$ cat src/rtl/ysyx_22041207_rx_responder_pkg.sv
// Shared definitions for the rx read-channel responder and its helpers.
package ysyx_22041207_rx_responder_pkg;

    // Responder control states
    typedef enum logic [1:0] {
        ST_IDLE = 2'd0,
        ST_WAIT = 2'd1,
        ST_MEM  = 2'd2,
        ST_RESP = 2'd3
    } rx_state_e;

    // Byte-lane masks for the common access sizes
    localparam logic [7:0] SIZE_BYTE  = 8'h01;
    localparam logic [7:0] SIZE_HALF  = 8'h03;
    localparam logic [7:0] SIZE_WORD  = 8'h0F;
    localparam logic [7:0] SIZE_DWORD = 8'hFF;

    // Default legal memory window
    localparam logic [63:0] DEFAULT_MEM_BASE  = 64'h0000_0000_8000_0000;
    localparam logic [63:0] DEFAULT_MEM_BYTES = 64'h0000_0000_0800_0000;

endpackage

$ cat src/rtl/ysyx_22041207_rx_responder_align.sv
// Byte alignment of a fetched doubleword: shift the addressed byte down to
// lane 0, zero-fill above, then clear every lane not selected by the size mask.
module ysyx_22041207_rx_align (
    input  logic [63:0] rdata,
    input  logic [2:0]  offset,
    input  logic [7:0]  size,
    output logic [63:0] data
);

    logic [63:0] shifted;

    // Logical shift brings in zeros, so bytes past the doubleword read as 0
    always_comb begin
        shifted = rdata >> {offset, 3'b000};
        data    = 64'h0;
        for (int k = 0; k < 8; k++) begin
            data[8*k +: 8] = size[k] ? shifted[8*k +: 8] : 8'h00;
        end
    end

endmodule

$ cat src/rtl/ysyx_22041207_rx_responder.sv
// Memory-side responder for the fetch read channel. One read in flight:
// address handshake, optional idle wait, req/ack doubleword fetch, then the
// aligned and masked result is held until the initiator takes it.
//
// Handshakes: a transfer happens on a rising clk edge where the channel's
// valid and ready are both high. rx_r_ready_o is registered and only high in
// IDLE (low on the first IDLE cycle after a response); rx_data_valid, with
// rx_data_read_o and rx_resp_err, stays stable until rx_data_ready is seen.
// mem_req is held with a stable mem_addr until mem_ack.
module ysyx_22041207_rx_responder
    import ysyx_22041207_rx_responder_pkg::*;
#(
    parameter int unsigned WAIT_CYCLES = 0,
    parameter logic [63:0] MEM_BASE    = DEFAULT_MEM_BASE,
    parameter logic [63:0] MEM_BYTES   = DEFAULT_MEM_BYTES
) (
    input  logic        clk,
    input  logic        rst_n,
    input  logic        rx_r_valid_i,
    output logic        rx_r_ready_o,
    input  logic [63:0] rx_r_addr_i,
    input  logic [7:0]  rx_r_size_i,
    output logic [63:0] rx_data_read_o,
    output logic        rx_data_valid,
    input  logic        rx_data_ready,
    output logic        rx_resp_err,
    output logic        mem_req,
    output logic [63:0] mem_addr,
    input  logic        mem_ack,
    input  logic [63:0] mem_rdata
);

    localparam logic [63:0] MEM_LIMIT = MEM_BASE + MEM_BYTES;
    localparam logic [7:0]  WAIT_LOAD = 8'(WAIT_CYCLES);

    rx_state_e   state;
    logic [63:0] addr_q;
    logic [7:0]  size_q;
    logic [7:0]  wait_cnt;
    logic [63:0] aligned;
    logic        req_fire;
    logic        addr_hit;

    assign req_fire = (state == ST_IDLE) && rx_r_valid_i && rx_r_ready_o;
    assign addr_hit = (rx_r_addr_i >= MEM_BASE) && (rx_r_addr_i < MEM_LIMIT);

    ysyx_22041207_rx_align u_align (
        .rdata  (mem_rdata),
        .offset (addr_q[2:0]),
        .size   (size_q),
        .data   (aligned)
    );

    // Control FSM with all channel outputs registered
    always_ff @(posedge clk) begin
        if (!rst_n) begin
            state          <= ST_IDLE;
            rx_r_ready_o   <= 1'b0;
            rx_data_valid  <= 1'b0;
            rx_resp_err    <= 1'b0;
            rx_data_read_o <= 64'h0;
            mem_req        <= 1'b0;
            mem_addr       <= 64'h0;
            addr_q         <= 64'h0;
            size_q         <= 8'h0;
            wait_cnt       <= 8'h0;
        end else begin
            case (state)
                ST_IDLE: begin
                    if (req_fire) begin
                        addr_q       <= rx_r_addr_i;
                        size_q       <= rx_r_size_i;
                        rx_r_ready_o <= 1'b0;
                        if (!addr_hit) begin
                            // Out of window: answer at once, never touch memory
                            rx_data_read_o <= 64'h0;
                            rx_resp_err    <= 1'b1;
                            rx_data_valid  <= 1'b1;
                            state          <= ST_RESP;
                        end else if (WAIT_CYCLES > 0) begin
                            wait_cnt <= WAIT_LOAD;
                            state    <= ST_WAIT;
                        end else begin
                            mem_req  <= 1'b1;
                            mem_addr <= {rx_r_addr_i[63:3], 3'b000};
                            state    <= ST_MEM;
                        end
                    end else begin
                        rx_r_ready_o <= 1'b1;
                    end
                end
                ST_WAIT: begin
                    // Spend exactly WAIT_CYCLES cycles here before requesting
                    if (wait_cnt <= 8'd1) begin
                        wait_cnt <= 8'h0;
                        mem_req  <= 1'b1;
                        mem_addr <= {addr_q[63:3], 3'b000};
                        state    <= ST_MEM;
                    end else begin
                        wait_cnt <= wait_cnt - 8'd1;
                    end
                end
                ST_MEM: begin
                    if (mem_ack) begin
                        rx_data_read_o <= aligned;
                        rx_resp_err    <= 1'b0;
                        rx_data_valid  <= 1'b1;
                        mem_req        <= 1'b0;
                        state          <= ST_RESP;
                    end
                end
                ST_RESP: begin
                    if (rx_data_ready) begin
                        rx_data_valid <= 1'b0;
                        state         <= ST_IDLE;
                    end
                end
                default: state <= ST_IDLE;
            endcase
        end
    end

endmodule
$ cat config.mk
export PLATFORM = sky130hd
export DESIGN_NAME = ysyx_22041207_rx_responder
export DESIGN_NICKNAME = d
export VERILOG_FILES = /design/src/rtl/ysyx_22041207_rx_responder_pkg.sv /design/src/rtl/ysyx_22041207_rx_responder_align.sv /design/src/rtl/ysyx_22041207_rx_responder.sv
export SDC_FILE = /design/constraint.sdc
export NUM_CORES = 1
export LEC_CHECK = 0
export BUFFER_PORTS_ARGS = -buffer_cell sky130_fd_sc_hd__buf_4
export CAP_MARGIN = 20
export CORE_MARGIN = 8
export CORE_UTILIZATION = 51
export DETAILED_ROUTE_END_ITERATION = 8
export MAX_ROUTING_LAYER = met4
export PLACE_DENSITY = 0.78
export SKIP_LAST_GASP = 1
export SLEW_MARGIN = 25
export SYNTH_ARGS = -nofsm -noshare
export SYNTH_HDL_FRONTEND = slang
export SYNTH_SLANG_ARGS = --single-unit
$ cat constraint.sdc
create_clock -name clk -period 6.6 [get_ports clk]
set_input_delay 0.33 -clock clk [delete_from_list [all_inputs] [get_ports clk]]
set_output_delay 0.33 -clock clk [all_outputs]
set_load 0.01 [all_outputs]
; Yosys cells after proc, flatten, opt, wreduce, memory -nomap -nowiden
; Cells that the tools add are included.
[op_classes]
n_eq_ne = 9
n_reduce_logical = 14
magnitude_cmp = 3
n_mux = 35
addsub = 1
shift = 1
[ops]
columns = op, count
row1 = 64-bit 2-to-1 mux, 6
row2 = 64-bit one-hot mux with 2 select lines, 2
row3 = 8-bit 2-to-1 mux, 9
row4 = 64-bit by 32-bit greater-or-equal comparator with 1-bit output (second input constant), 1
row5 = 64-bit by 32-bit < comparator with 1-bit output (second input constant), 1
row6 = 64-bit by 6-bit right shift with 64-bit output, 1
row7 = 2-bit inequality test (second input constant), 6
row8 = 4-bit AND reduction, 3
row9 = 1-bit 2-to-1 mux, 10
row10 = 5-bit AND reduction, 2
row11 = 8-bit by 1-bit less-or-equal comparator with 1-bit output (second input constant), 1
row12 = 2-bit 2-to-1 mux, 4
row13 = 2-bit one-hot mux with 4 select lines, 1
row14 = 8-bit by 1-bit subtractor with 8-bit output (second input constant), 1
row15 = 1-bit one-hot mux with 3 select lines, 2
row16 = 3-bit nonzero test, 2
row17 = 2-bit == test (second input constant), 2
row18 = 2-bit nonzero test, 2
row19 = 1-bit logical AND, 3
row20 = 2-bit by 1-bit == test with 1-bit output (second input constant), 1
row21 = 2-bit zero test, 1
row22 = 1-bit one-hot mux with 2 select lines, 1
row23 = 2-bit AND reduction, 1
[word_totals]
ff_bits = 214
in_bits = 141
out_inout_bits = 132
elab_cells = 73

; Depth between registers and ports, before layout
[depth]
word_depth = 5
depth_mapped = 10
depth_no_buf = 7

; By module
; A second synthesis with hierarchy kept.
[hier_totals]
hier_cells = 1266
hier_area_um2 = 10765.3
[by_module_without_submodules]
columns = module, instances, seq_area_each_um2, area_per_inst_um2, cells_per_inst
row1 = ysyx_22041207_rx_responder, 1, 4224.1, 8760.9, 1022
row2 = ysyx_22041207_rx_align, 1, 0.0, 2004.4, 244

; Least setup slack after synthesis
; No wires, ideal clock.
[synth_timing]
path_kind = reg-to-reg
startpoint = reg wait_cnt[2]
endpoint = reg mem_addr[10]
setup_time_ps = 85
t_required_ps = 6515
n_path_buf = 3
t_arrival_ps = 2280
period_less_slack_ps = 2365
slack_ps = 4235
path_stages_with_launch = 9
path_cell_list = dfxtp_1 > or4_4 > or4_1 > or2_1 > buf_6 > and2_4 > buf_6 > buf_6 > o31ai_2
[synth_via]
elab_chain_cells = 3
[synth_rtl]
columns = element, line_no
row1 = start: declaration, ysyx_22041207_rx_responder.sv:39  ; logic [7:0] wait_cnt;
row2 = start signal: assignment, ysyx_22041207_rx_responder.sv:100  ; wait_cnt <= wait_cnt - 8'd1;
row3 = 8-bit by 1-bit less-or-equal comparator with 1-bit output, ysyx_22041207_rx_responder.sv:94  ; if (wait_cnt <= 8'd1) begin
row4 = 2-bit inequality test (no line), --
row5 = 4-bit AND reduction (no line), --
row6 = end signal: assignment, ysyx_22041207_rx_responder.sv:85  ; mem_addr <= {rx_r_addr_i[63:3], 3'b000};
row7 = end signal: assignment, ysyx_22041207_rx_responder.sv:97  ; mem_addr <= {addr_q[63:3], 3'b000};
row8 = end: declaration, ysyx_22041207_rx_responder.sv:28  ; output logic [63:0] mem_addr,
; No other way between the ends.
; A chain may end at the register's enable or synchronous reset.

; Final worst setup path
[layout_timing]
startpoint = reg wait_cnt[2]
endpoint = reg mem_addr[63]
; Same word-level chain as after synthesis.

==> impl_metrics.csv <==
group,metric,value,unit
status,status,"finished, final reports clean",
final_layout,diodes,0,
worst_hold_path,min_path_type,"input port to flop",
yosys,async_flop_share,0,%
critical_path,rr_startpoint,"wait_cnt[2]$_SDFFE_PN0P_",
final_layout,area_growth,27.3,%
yosys,synth-seq-cells,211,
timing,fin_ws,3.50,ns
global_route,grt_antenna_before_repair,0,
critical_path,crit_arrival,3.50,ns
timing,fmax,323,MHz
cts,cts_setup_buffers,0,
drt,wl_per_cell,20.4,um
placement,dp.final_hpwl,23100,um
power_and_ir_drop,p_switching,1.62,mW
worst_hold_path,hold_end,"addr_q[0]$_SDFFE_PN0P_",
floorplan,start_util,51.3,%
floorplan,core_area,20000,sq um
yosys,ys_seq_area_share,41.3,%
power_and_ir_drop,p_per_area,346,nW/um^2
yosys,synth_ff_type,"dfxtp_1",
timing,worstMarginPinSlew,1.08,ns
cts,cts_tree,"yes",
critical_path,critPathKind,"flop to flop",
cts,ctsHoldBuffers,0,
yosys,synth_area_per_cell,8.89,sq um
timing,hold_viol,0,
yosys,synth_cells,1151,
power_and_ir_drop,ir_drop,250,uV
yosys,synthAdderAreaFrac,0.244,%
drt,vias,9558,
critical_path,end_kind,"flop",
power_and_ir_drop,switching_share,35.8,%
power_and_ir_drop,power_frac_clock,29.4,%
global_route,grt_pass1_wl,50800,um
final_layout,nFillCells,1697,
placement,dp_slack,3.48,ns
cts,cts_made_buffers,24,
power_and_ir_drop,p_comb_share,34.3,%
yosys,synthSimpleGateAreaFrac,18.4,%
critical_path,ff2ff_path_depth,6,
cts,clk_latency,0.51,ns
cts,cts_sinks,211,
critical_path,cp.required,7.00,ns
yosys,synthXorXnorAreaFrac,0.599,%
final_layout,final_nets,1485,
timing,fin_worst_skew,0.00622,ns
worst_hold_path,hold_depth,3,
yosys,synth_cell_type_count,44,
drt,drt_iter0_drc,774,
timing,finalCritPeriodShare,46.9,%
cts,path_clk_slew,0.06,ns
timing,setup-violations-final,0,
cts,cts_buffer_depth,3,
job,drv_cap,0,
floorplan,rows,52,
critical_path,rrSetupSlack,3.50,ns
critical_path,rr_endpoint,"mem_addr[63]$_SDFFE_PN0P_",
timing,rsz0062_at_grt,"false",
floorplan,dieArea,24900,sq um
cts,cts_max_level,1,
power_and_ir_drop,pwr-share-seq,36.2,%
timing,fin_tns_setup,0,ns
global_route,grtUsageTotal,26.3,%
timing,drv_slew,0,
worst_hold_path,worstHoldStart,"rx_r_addr_i[0]",
yosys,synth_warnings,0,
critical_path,cp_max_fo,63,
placement,port_buffers,269,
power_and_ir_drop,p_int,2.89,mW
timing,relSlewSlack,27.8,%
floorplan,die_x,158,um
yosys,synth_compound_area_share,20.1,%
global_route,grt_max_degree,129,
drt,wirelength,33200,um
yosys,synth_edf_count,0,
final_layout,drive_gt1_share,30.4,%
placement,gp_congestion,0.891,
cts,cts-root-buf,"clkbuf_16",
floorplan,pin_count,273,
drt,drt-vias-per-instance,5.87,
drt,dr.pass1.iters,6,
power_and_ir_drop,cellLeakagePower,5.37,nW
drt,ant_nets,0,
timing,min_period,3.10,ns
drt,drc,0,
yosys,netlist_area,10200,sq um
yosys,synth.area.mux_share,14.1,%
cts,cts.repair.resized,0,
global_route,grt_pass1_vias,9370,
yosys,synth_top_family_by_area,"compound AO/OA/AOI/OAI gates",
global_route,grt.overflow.total,0,
critical_path,start_kind,"flop",
floorplan,die_h,158,um
synth_stat cells, drive strengths merged, types with 2 or more instances:
cell type / instances / area, sq um
dfxtp: 211 / 4220
nand2: 180 / 676
o31ai: 111 / 1130
mux2i: 107 / 1070
a21oi: 106 / 531
clkbuf: 96 / 360
nand3: 78 / 390
nand4: 63 / 394
nor2: 36 / 135
o21ai: 23 / 115
buf: 22 / 155
a211oi: 13 / 97.6
mux2: 13 / 146
nor2b: 13 / 81.3
o22a: 11 / 96.3
mux4: 10 / 225
nor4: 8 / 50.1
inv: 7 / 26.3
o21a: 6 / 45.0
xnor2: 6 / 52.6
nand2b: 5 / 31.3
nor3: 4 / 20.0
nand3b: 3 / 22.5
or4: 3 / 26.3
and2: 2 / 15.0
ha: 2 / 25.0
layout by cell type (no fill, tap or decap), types with 6 or more instances in the layout:
cell type / netlist / routed
inv_1: 7 / 6
clkbuf_16: 0 / 25
mux4_2: 10 / 10
xnor2_1: 6 / 6
nand4_1: 63 / 63
o31ai_1: 51 / 50
o31ai_2: 60 / 60
nor2b_1: 13 / 13
a211oi_1: 13 / 13
nor2_1: 36 / 36
a21oi_1: 106 / 106
o22a_1: 11 / 11
mux2i_1: 107 / 107
o21ai_0: 23 / 23
nand2_1: 180 / 180
nand3_1: 78 / 77
buf_4: 3 / 279
clkinv_2: 0 / 7
o21a_1: 6 / 6
mux2_2: 13 / 13
nor4_1: 8 / 8
dfxtp_1: 211 / 209
flip-flops by register name (all words and copies together), names as in the netlist, 2 cells and up:
register and count:
wait_cnt 8, addr_q 64, mem_addr 61, size_q 8, rx_data_read_o 64, state 2
kinds of logic after synthesis:
group | Yosys count
and+or+nand+nor | 400
muxes | 130
DFF | 211
adders and majority gates | 2
buffers and inverters | 125
xor gates and xnor gates | 7
other | 1
AOI/OAI and AO/OA | 275
how the worst max path moves through the flow:
stage | start | end | slack [ns] | cells after the start
2_1_floorplan | wait_cnt[2]$_SDFFE_PN0P_ | mem_addr[10]$_SDFFE_PN0P_ | 4.24 | 8
3_3_place_gp | rst_n | rx_data_read_o[51]$_SDFFE_PN0P_ | 3.57 | 6
3_5_place_dp | rst_n | rx_data_read_o[62]$_SDFFE_PN0P_ | 3.48 | 8
4_1_cts | wait_cnt[2]$_SDFFE_PN0P_ | mem_addr[63]$_SDFFE_PN0P_ | 3.53 | 6
5_1_grt | wait_cnt[2]$_SDFFE_PN0P_ | mem_addr[63]$_SDFFE_PN0P_ | 3.39 | 6
6_report | wait_cnt[2]$_SDFFE_PN0P_ | mem_addr[63]$_SDFFE_PN0P_ | 3.50 | 6
per-layer routing:
layer | wire, um | share of wire, % | track usage (%)
met5 | 0 | 0 | -
met4 | 949 | 2.9 | 8.98
met3 | 3600 | 11 | 8.11
met2 | 15300 | 46 | 41.2
met1 | 13400 | 40 | 31.7
layout make-up:
| class | instances | area [sq um] | area share (%) |
|---|---|---|---|
| Clock buffer | 33 | 696 | 5.34 |
| Clock inverter | 9 | 95.1 | 0.730 |
| Inverter | 7 | 28.8 | 0.221 |
| Multi-Input combinational cell | 817 | 5510 | 42.3 |
| Sequential cell | 211 | 4230 | 32.5 |
| Tap cell | 270 | 338 | 2.59 |
| Timing Repair Buffer | 281 | 2130 | 16.4 |
per-stage QoR:
stage	hold WS (ns)	power, mW	utilization [%]	instances	instance area (sq um)
finish	0.0624	4.51	65.2	1628	13000
global route	0.0636	4.73	65.2	1628	13000
CTS	0.0506	4.53	65.2	1628	13000
detailed placement	0.439	3.19	61.2	1586	12200
global placement	0.438	3.16	61.1	1585	12200
floorplan	0.432	2.72	-	1153	10200
power by group through the flow:
stage,clock network [mW],logic (mW),registers (mW)
floorplan,0,1.09,1.63
global placement,0,1.51,1.65
detailed placement,0,1.54,1.66
CTS,1.35,1.55,1.63
global route,1.39,1.68,1.66
finish,1.33,1.55,1.63
worst max-delay path: stages, from the launching register on:
cell	delay, ns
dfxtp_1	0.35
or4_4	0.55
or4_1	0.49
or2_2	0.28
buf_4	0.34
and2_4	0.51
o31ai_1	0.39
No activity file was read; power rests on OpenSTA's default activity.
